[src/rtl/uart_host_tx.sv]
// Host-side 8N1 UART transmitter with a byte FIFO; drives the SoC rxd pin, LSB first, DIV clocks per bit.
// Latency: a byte pushed into an empty FIFO while idle is popped on the next edge and txd falls right after it.
// Backpressure: full is asserted at DEPTH entries; a push while full is dropped and sets the sticky ovf flag.
module uart_host_tx #(
  parameter int DIV   = 868,
  parameter int DEPTH = 16
) (
  input  logic                     clk,
  input  logic                     reset,
  input  logic                     wr_en,
  input  logic [7:0]               wr_data,
  output logic                     full,
  output logic [$clog2(DEPTH):0]   level,
  output logic                     busy,
  output logic                     ovf,
  output logic                     txd
);

  localparam int AW = $clog2(DEPTH);
  localparam int LW = AW + 1;
  localparam logic [LW-1:0] DEPTH_L = LW'(DEPTH);
  localparam logic [15:0]   RELOAD  = 16'(DIV - 1);

  typedef enum logic [1:0] {IDLE, START, DATA, STOP} state_t;

  state_t          state_q, state_d;
  logic [15:0]     timer_q, timer_d;
  logic [2:0]      idx_q, idx_d;
  logic [7:0]      sh_q, sh_d;
  logic            txd_q, txd_d;
  logic [AW-1:0]   wr_ptr_q, rd_ptr_q;
  logic [LW-1:0]   level_q;
  logic            ovf_q;
  logic [7:0]      mem_q [DEPTH];
  logic            push, pop, empty;

  // full/empty come from the registered level, so a push coinciding with a pop while full is still dropped
  assign full  = (level_q == DEPTH_L);
  assign empty = (level_q == '0);
  assign push  = wr_en && !full;

  assign level = level_q;
  assign ovf   = ovf_q;
  assign txd   = txd_q;
  assign busy  = (state_q != IDLE) || !empty;

  // FIFO storage; contents need no reset because the pointers define validity
  always_ff @(posedge clk) begin
    if (push) mem_q[wr_ptr_q] <= wr_data;
  end

  // FIFO pointers, occupancy and sticky overflow flag
  always_ff @(posedge clk or posedge reset) begin
    if (reset) begin
      wr_ptr_q <= '0;
      rd_ptr_q <= '0;
      level_q  <= '0;
      ovf_q    <= 1'b0;
    end else begin
      if (push) wr_ptr_q <= wr_ptr_q + AW'(1);
      if (pop)  rd_ptr_q <= rd_ptr_q + AW'(1);
      case ({push, pop})
        2'b10:   level_q <= level_q + LW'(1);
        2'b01:   level_q <= level_q - LW'(1);
        default: level_q <= level_q;
      endcase
      if (wr_en && full) ovf_q <= 1'b1;
    end
  end

  // Transmit state, bit timer, bit index, shift register and the registered line output
  always_ff @(posedge clk or posedge reset) begin
    if (reset) begin
      state_q <= IDLE;
      timer_q <= '0;
      idx_q   <= '0;
      sh_q    <= '0;
      txd_q   <= 1'b1;
    end else begin
      state_q <= state_d;
      timer_q <= timer_d;
      idx_q   <= idx_d;
      sh_q    <= sh_d;
      txd_q   <= txd_d;
    end
  end

  // Next-state logic: every bit boundary reloads the timer; STOP chains straight into START when more data waits
  always_comb begin
    state_d = state_q;
    timer_d = timer_q;
    idx_d   = idx_q;
    sh_d    = sh_q;
    pop     = 1'b0;
    txd_d   = 1'b1;
    case (state_q)
      IDLE: begin
        if (!empty) begin
          pop     = 1'b1;
          sh_d    = mem_q[rd_ptr_q];
          timer_d = RELOAD;
          state_d = START;
        end
      end
      START: begin
        if (timer_q == '0) begin
          timer_d = RELOAD;
          idx_d   = '0;
          state_d = DATA;
        end else begin
          timer_d = timer_q - 16'd1;
        end
      end
      DATA: begin
        if (timer_q == '0) begin
          timer_d = RELOAD;
          if (idx_q == 3'd7) begin
            state_d = STOP;
          end else begin
            sh_d  = {1'b0, sh_q[7:1]};
            idx_d = idx_q + 3'd1;
          end
        end else begin
          timer_d = timer_q - 16'd1;
        end
      end
      STOP: begin
        if (timer_q == '0) begin
          timer_d = RELOAD;
          if (!empty) begin
            pop     = 1'b1;
            sh_d    = mem_q[rd_ptr_q];
            state_d = START;
          end else begin
            state_d = IDLE;
          end
        end else begin
          timer_d = timer_q - 16'd1;
        end
      end
      default: state_d = IDLE;
    endcase
    // line level is a function of the next state so txd comes straight from a flop
    case (state_d)
      START:   txd_d = 1'b0;
      DATA:    txd_d = sh_d[0];
      default: txd_d = 1'b1;
    endcase
  end

endmodule
[config.mk]
export PLATFORM = sky130hd
export DESIGN_NAME = uart_host_tx
export DESIGN_NICKNAME = d
export VERILOG_FILES = /design/src/rtl/uart_host_tx.sv
export SDC_FILE = /design/constraint.sdc
export NUM_CORES = 1
export LEC_CHECK = 0
export CORE_MARGIN = 2
export CORE_UTILIZATION = 48
export CTS_BUF_LIST = sky130_fd_sc_hd__clkbuf_8
export DETAILED_ROUTE_END_ITERATION = 16
export SETUP_SLACK_MARGIN = 0.1
export SLEW_MARGIN = 0
export SYNTH_ARGS = -nofsm -noshare
export SYNTH_HDL_FRONTEND = slang
export SYNTH_SLANG_ARGS = --single-unit
[constraint.sdc]
create_clock -name clk -period 4.4 [get_ports clk]
set_input_delay 1.32 -clock clk [delete_from_list [all_inputs] [get_ports clk]]
set_output_delay 1.32 -clock clk [all_outputs]
set_load 0.01 [all_outputs]
=== Yosys cells after proc, flatten, opt, wreduce, memory -nomap -nowiden ===
Memories as Yosys holds them, arrays and structs flattened.
Index checks and enable logic that the tools add are counted.

* Mux-type cells: 26
* Reductions and logical operators: 15
* $add $sub $neg: 6
* Equal/unequal tests: 14

{| class="wikitable"
|+ Operators with widths
! cell !! number
|-
| $mux W16 || 2
|-
| $mux W8 || 4
|-
| $pmux W16 S2 || 1
|-
| $pmux W8 S3 || 1
|-
| $logic_not A16 Y1 || 1
|-
| $sub A16 B1 Y16 const B || 1
|-
| $mux W2 || 5
|-
| $ne A2 B2 Y1 const B || 5
|-
| $pmux W5 S2 || 1
|-
| $mux W3 || 3
|-
| $add A4 B1 Y4 const B || 2
|-
| $eq A2 B2 Y1 const B || 4
|-
| $pmux W2 S4 || 1
|-
| $reduce_and A4 Y1 || 2
|-
| $eq A2 B1 Y1 const B || 3
|-
| $pmux W3 S2 || 1
|-
| $reduce_bool A2 Y1 || 3
|-
| $add A5 B1 Y5 const B || 1
|-
| $eq A5 B5 Y1 const B || 1
|-
| $logic_not A5 Y1 || 1
|-
| $mux W1 || 5
|-
| $sub A5 B1 Y5 const B || 1
|-
| $pmux W1 S2 || 2
|-
| $add A3 B1 Y3 const B || 1
|-
| other kinds (7) || 9
|}

* Logic and storage cells: 72
* Output and inout bits: 9
* Bits in writable memories: 128
* Register bits after elaboration: 44
* Memories kept: 1
* Bits of input ports: 11

{| class="wikitable"
|+ Memory list
! name !! words !! width !! read ports !! clocked after memory_dff !! wr ports !! RTL line !! source
|-
| mem_q || 16 || 8 || 1 || 0 || 1 || 34 || <nowiki>logic [7:0] mem_q [DEPTH];</nowiki>
|}

=== Depth between registers and ports, before layout ===
* Depth after elaboration: 6
* Mapped depth: 17
* Mapped depth without buffers: 15

=== Least setup slack after synthesis ===
No wires, ideal clock.

* Path type: input-to-reg
* Start point: input port wr_en
* End point: register level_q[4], in the netlist level[4]
* Data arrival time: 3.304 ns
* Stages on the path: 13
* Path buffers: 2
* Setup slack: 1.016 ns
* Library setup time: 0.079 ns
* Required time: 4.321 ns
* Path through: nor2b_1 -> clkbuf_1 -> inv_1 -> ha_1 -> clkbuf_1 -> xor2_1 -> ha_1 -> o21a_1 -> o21ai_0 -> o21bai_1 -> xnor2_1 -> nor2_1 -> xor2_1

* Word-level cells in the longest chain between the ends: 3
* Elaborated cells on any way between the ends: 5
* Those cells by class: eq/ne: 2; mux: 1; reduce/logical: 2

{| class="wikitable"
|+ Ends and longest elaborated chain
! what !! RTL line !! source
|-
| start, declared || 10 || <nowiki>input logic wr_en,</nowiki>
|-
| $logic_and A1 B1 Y1 * || 40 || <nowiki>assign push = wr_en && !full;</nowiki>
|-
| $eq A2 B1 Y1 or $eq A2 B2 Y1 (tied branches) || 62 || <nowiki>case ({push, pop})</nowiki>
|-
| $pmux W5 S2 or $reduce_bool A2 Y1 (tied branches) || -- ||
|-
| end signal, assigned || 63 || <nowiki>2'b10: level_q <= level_q + LW'(1);</nowiki>
|-
| end signal, assigned || 64 || <nowiki>2'b01: level_q <= level_q - LW'(1);</nowiki>
|-
| end signal, assigned || 65 || <nowiki>default: level_q <= level_q;</nowiki>
|-
| end, declared || 32 || <nowiki>logic [LW-1:0] level_q;</nowiki>
|}

Every way passes the cells marked *; elsewhere a longest branch is shown, timed or not.
A chain may end at the register's enable or synchronous reset.

=== Final worst setup path ===
* Start point: register level_q[1], in the netlist level[1]
* End point: output port busy

* Word-level cells in the longest chain between the ends: 3

{| class="wikitable"
|+ Ends and longest elaborated chain
! what !! RTL line !! source
|-
| $logic_not A5 Y1 || 39 || <nowiki>assign empty = (level_q == '0);</nowiki>
|-
| $logic_not A1 Y1 || -- ||
|-
| $logic_or A1 B1 Y1 || 45 || <nowiki>assign busy = (state_q != IDLE) || !empty;</nowiki>
|-
| end, declared || 14 || <nowiki>output logic busy,</nowiki>
|}

Every way passes these cells.

==> results by group <==
CTS
  – Setup repair bufs after CTS: 0
  – CTS sink count: 172
  – H-tree depth: 4
  – Clock tree buffer depth: 2
  – Cts hold-fix bufs: 0
  – CTS resizes: 0
  – Clk pin slew, worst setup/hold paths: 0.09 ns
  – Root buf cell: clkbuf_8
  – Total CTS buffers: 17
  – Skew-Pair Late Insertion Delay: 0.45 ns
  – CTS tree: done

Timing
  – Minimum hold slack: 0.4657 ns
  – Final setup vio count: 0
  – Tmin final: 3.703 ns
  – Sum Neg Setup Slack: 0 ns
  – RSZ-0062 raised after global routing: false
  – Count of pins over their slew limit: 0
  – Final hold vios: 0
  – Clock skew: 0.01384 ns
  – Max Freq: 0.2701 GHz
  – Max_slew headroom: 32.61%
  – Final period util: 84.16%
  – Least-Margin Pin Slew: 0.9854 ns

Hold path
  – Hold path depth: 1
  – Hold Path Origin: ovf$_DFFE_PP0P_
  – HP Class: register to register
  – Hold worst-path end: ovf$_DFFE_PP0P_

Floorplanning
  – Core Region: 0.01531 mm²
  – Die ar.: 0.01684 mm²
  – Chip width: 129.8 µm
  – Die span in y: 129.8 µm
  – FP Rows: 45
  – Starting Density: 49.57%
  – I/O pin count: 20

Pwr
  – Int Pwr: 3266 µW
  – Power Density: 592.7 mW/mm²
  – Leakage: 0.002882 µW
  – Clk pwr share: 22.5%
  – Combinational share of power: 31.1%
  – Net Sw Power: 1673 µW
  – Sequential share of power: 46.4%
  – Net Sw Frac: 33.88%
  – Max VDD drop: 0.3312 mV

Layout
  – Share of cells above drive strength 1: 17.50%
  – Syn-to-layout area delta: 9.774%
  – Layout fillers: 1259
  – Final core occ: 54.41%
  – Ant diodes: 0
  – # nets final: 536

Critical path
  – R2R Setup Slk: 0.72 ns
  – Req. time, crit path: 3.08 ns
  – Reg2reg path depth: 15
  – Worst path arrival time: 2.38 ns
  – Critical Path Start Type: register
  – Critical path endpoint category: primary output
  – Worst reg2reg endpoint: level[4]$_DFFE_PP0P_
  – Slowest stage cell, crit path: clkdlybuf4s50_1
  – Worst path cell trace: nor3_2 > and3_1 > inv_1 > clkdlybuf4s50_1
  – Crit Path Max Fanout: 9
  – WS Path Type: register to primary output
  – Worst path max stage delay: 0.51 ns
  – Crit Reg-Reg Startpoint: timer_q[0]$_DFFE_PP0P_

Status
  – Outcome: complete, no violations

Synth
  – Commonest cells post-synth: 128 x edfxtp_1, 43 x dfrtp_1, 33 x mux4_2, 33 x nor2_1
  – Mapped Avg Cell Area: 15.68 µm²
  – Synth Warn #: 0
  – Top cell type's share of synthesized area: 50.63%
  – Mapped Area: 0.007591 mm²
  – Asr flop ratio synth: 25.58%
  – Count leader, synth: edfxtp_1
  – Syn nets: 513
  – Yosys cell types: 57
  – Sequential area share after synthesis: 65.16%
  – Post-synth top area cell: edfxtp_1
  – Synth top area cells: edfxtp_1 51%, dfrtp_1 14%, mux4_2 9.8%
  – Synth Flop Type: edfxtp_1
  – Cell count after synthesis: 484
  – Synth Register Bits: 172
  – Post-synth EDFFs: 128

GRT
  – Initial antenna violation count: 0
  – First-pass GRT wire length: 23540 µm
  – Total gr overflow: 0
  – Total Routing Usage GR: 19.25%
  – Vias in the first global route: 4160
  – Largest net degree at the start of global routing: 45

Route
  – DR pass1 iterations: 4
  – Vias per inst: 5.628
  – DR DRC count: 0
  – Final ANT Viol Nets: 0
  – DRT iter0 DRCs: 282
  – Routed WL: 14900 µm
  – WL per Instance: 20.38 µm
  – DR vias: 4114

Place
  – RD Place Congestion: 0.8016
  – HPWL Detailed: 9710 µm
  – I/O Buffers: 19

Job
  – Max-cap viol count: 0
## sequential cells by signal, summed over array words and instances, names as in the netlist
register and count:
wr_ptr_q 4, timer_q 16, level 5, sh_q 8, rd_ptr_q 4, mem_q 128, idx_q 3, state_q 2
ovf 1, txd 1
## layout by cell type, fill, tap and decap left out, types with 3 or more instances in the layout
master and instances:
edfxtp_1 128, dfrtp_1 42, nor2_1 33, mux4_2 33, nand2_1 26, o21ai_0 26
clkdlybuf4s50_1 19, ha_1 18, clkbuf_8 17, xnor2_1 14, inv_1 12, nor2b_1 11
a21oi_1 10, buf_4 10, xor2_1 9, nor3_1 9, a31oi_1 8, mux2i_1 8
a2111oi_0 8, a22oi_1 7, inv_6 7, mux2_2 4, a22o_1 4, nor4_1 4
or3_1 4, nand2b_1 4, nand3_1 3
## worst max-delay path, delay by kind of cell, from the launching register on
family	cells	cell delay, ns
and+or+nand+nor	2	0.79
buffers and inverters	2	0.67
DFF	1	0.49
## cell families after synthesis
logic type / after synthesis / share of synthesized area [%]
AO/OA/AOI/OAI: 77 / 6.791
XOR/XNOR: 23 / 2.654
adder cells (fa/ha/maj): 18 / 2.967
buffers and inverters: 35 / 2.884
flip-flops: 172 / 65.16
multiplexers: 45 / 11.44
AND/OR/NAND/NOR: 114 / 8.109
## layer usage
metal	part of all wire, %	GRT usage (%)
met1	44	25.80
met2	51	32.00
met3	3.8	4.469
met4	0.82	5.250
met5	0	0
## metrics by stage
| stage | setup WS, ns | total power [µW] | area [µm²] | instances |
|---|---|---|---|---|
| 3_3_place_gp | 0.7492 | 3841 | 7940 | 699 |
| 6_report | 0.6971 | 4939 | 8333 | 731 |
| 3_5_place_dp | 0.6580 | 3880 | 7940 | 699 |
| 2_1_floorplan | 1.016 | 3437 | 7591 | 484 |
| 4_1_cts | 0.6446 | 4993 | 8333 | 731 |
| 5_1_grt | 0.3838 | 5237 | 8333 | 731 |
## final cells by class
| cell class | count | area [µm²] | share of cell area [%] |
|---|---|---|---|
| sequential | 172 | 4947 | 59.37 |
| clock buffer | 17 | 234.0 | 2.808 |
| inverter | 10 | 37.54 | 0.4505 |
| timing repair buffer | 29 | 265.3 | 3.183 |
| clock inverter | 15 | 158.9 | 1.907 |
| multi-input combinational | 277 | 2426 | 29.11 |
| tap | 211 | 264.0 | 3.168 |
## power by group through the flow
stage                     Sequential, µW  Clock [µW]  Combinational [µW]
after floorplan                     2140           0                1300
after global placement              2330           0                1520
after detailed placement            2330           0                1550
after CTS                           2300        1140                1550
after global routing                2340        1210                1690
final                               2290        1110                1530
## worst max path at each step
stage | to | cells after the start | slack [ns] | from
6_report | busy | 4 | 0.70 | level[1]$_DFFE_PP0P_
5_1_grt | level[4]$_DFFE_PP0P_ | 15 | 0.38 | timer_q[0]$_DFFE_PP0P_
2_1_floorplan | level[4]$_DFFE_PP0P_ | 13 | 1.02 | wr_en
3_3_place_gp | level[4]$_DFFE_PP0P_ | 12 | 0.75 | wr_en
3_5_place_dp | level[4]$_DFFE_PP0P_ | 12 | 0.66 | wr_en
4_1_cts | busy | 4 | 0.64 | level[1]$_DFFE_PP0P_
Power figures use the tool's default switching activity.
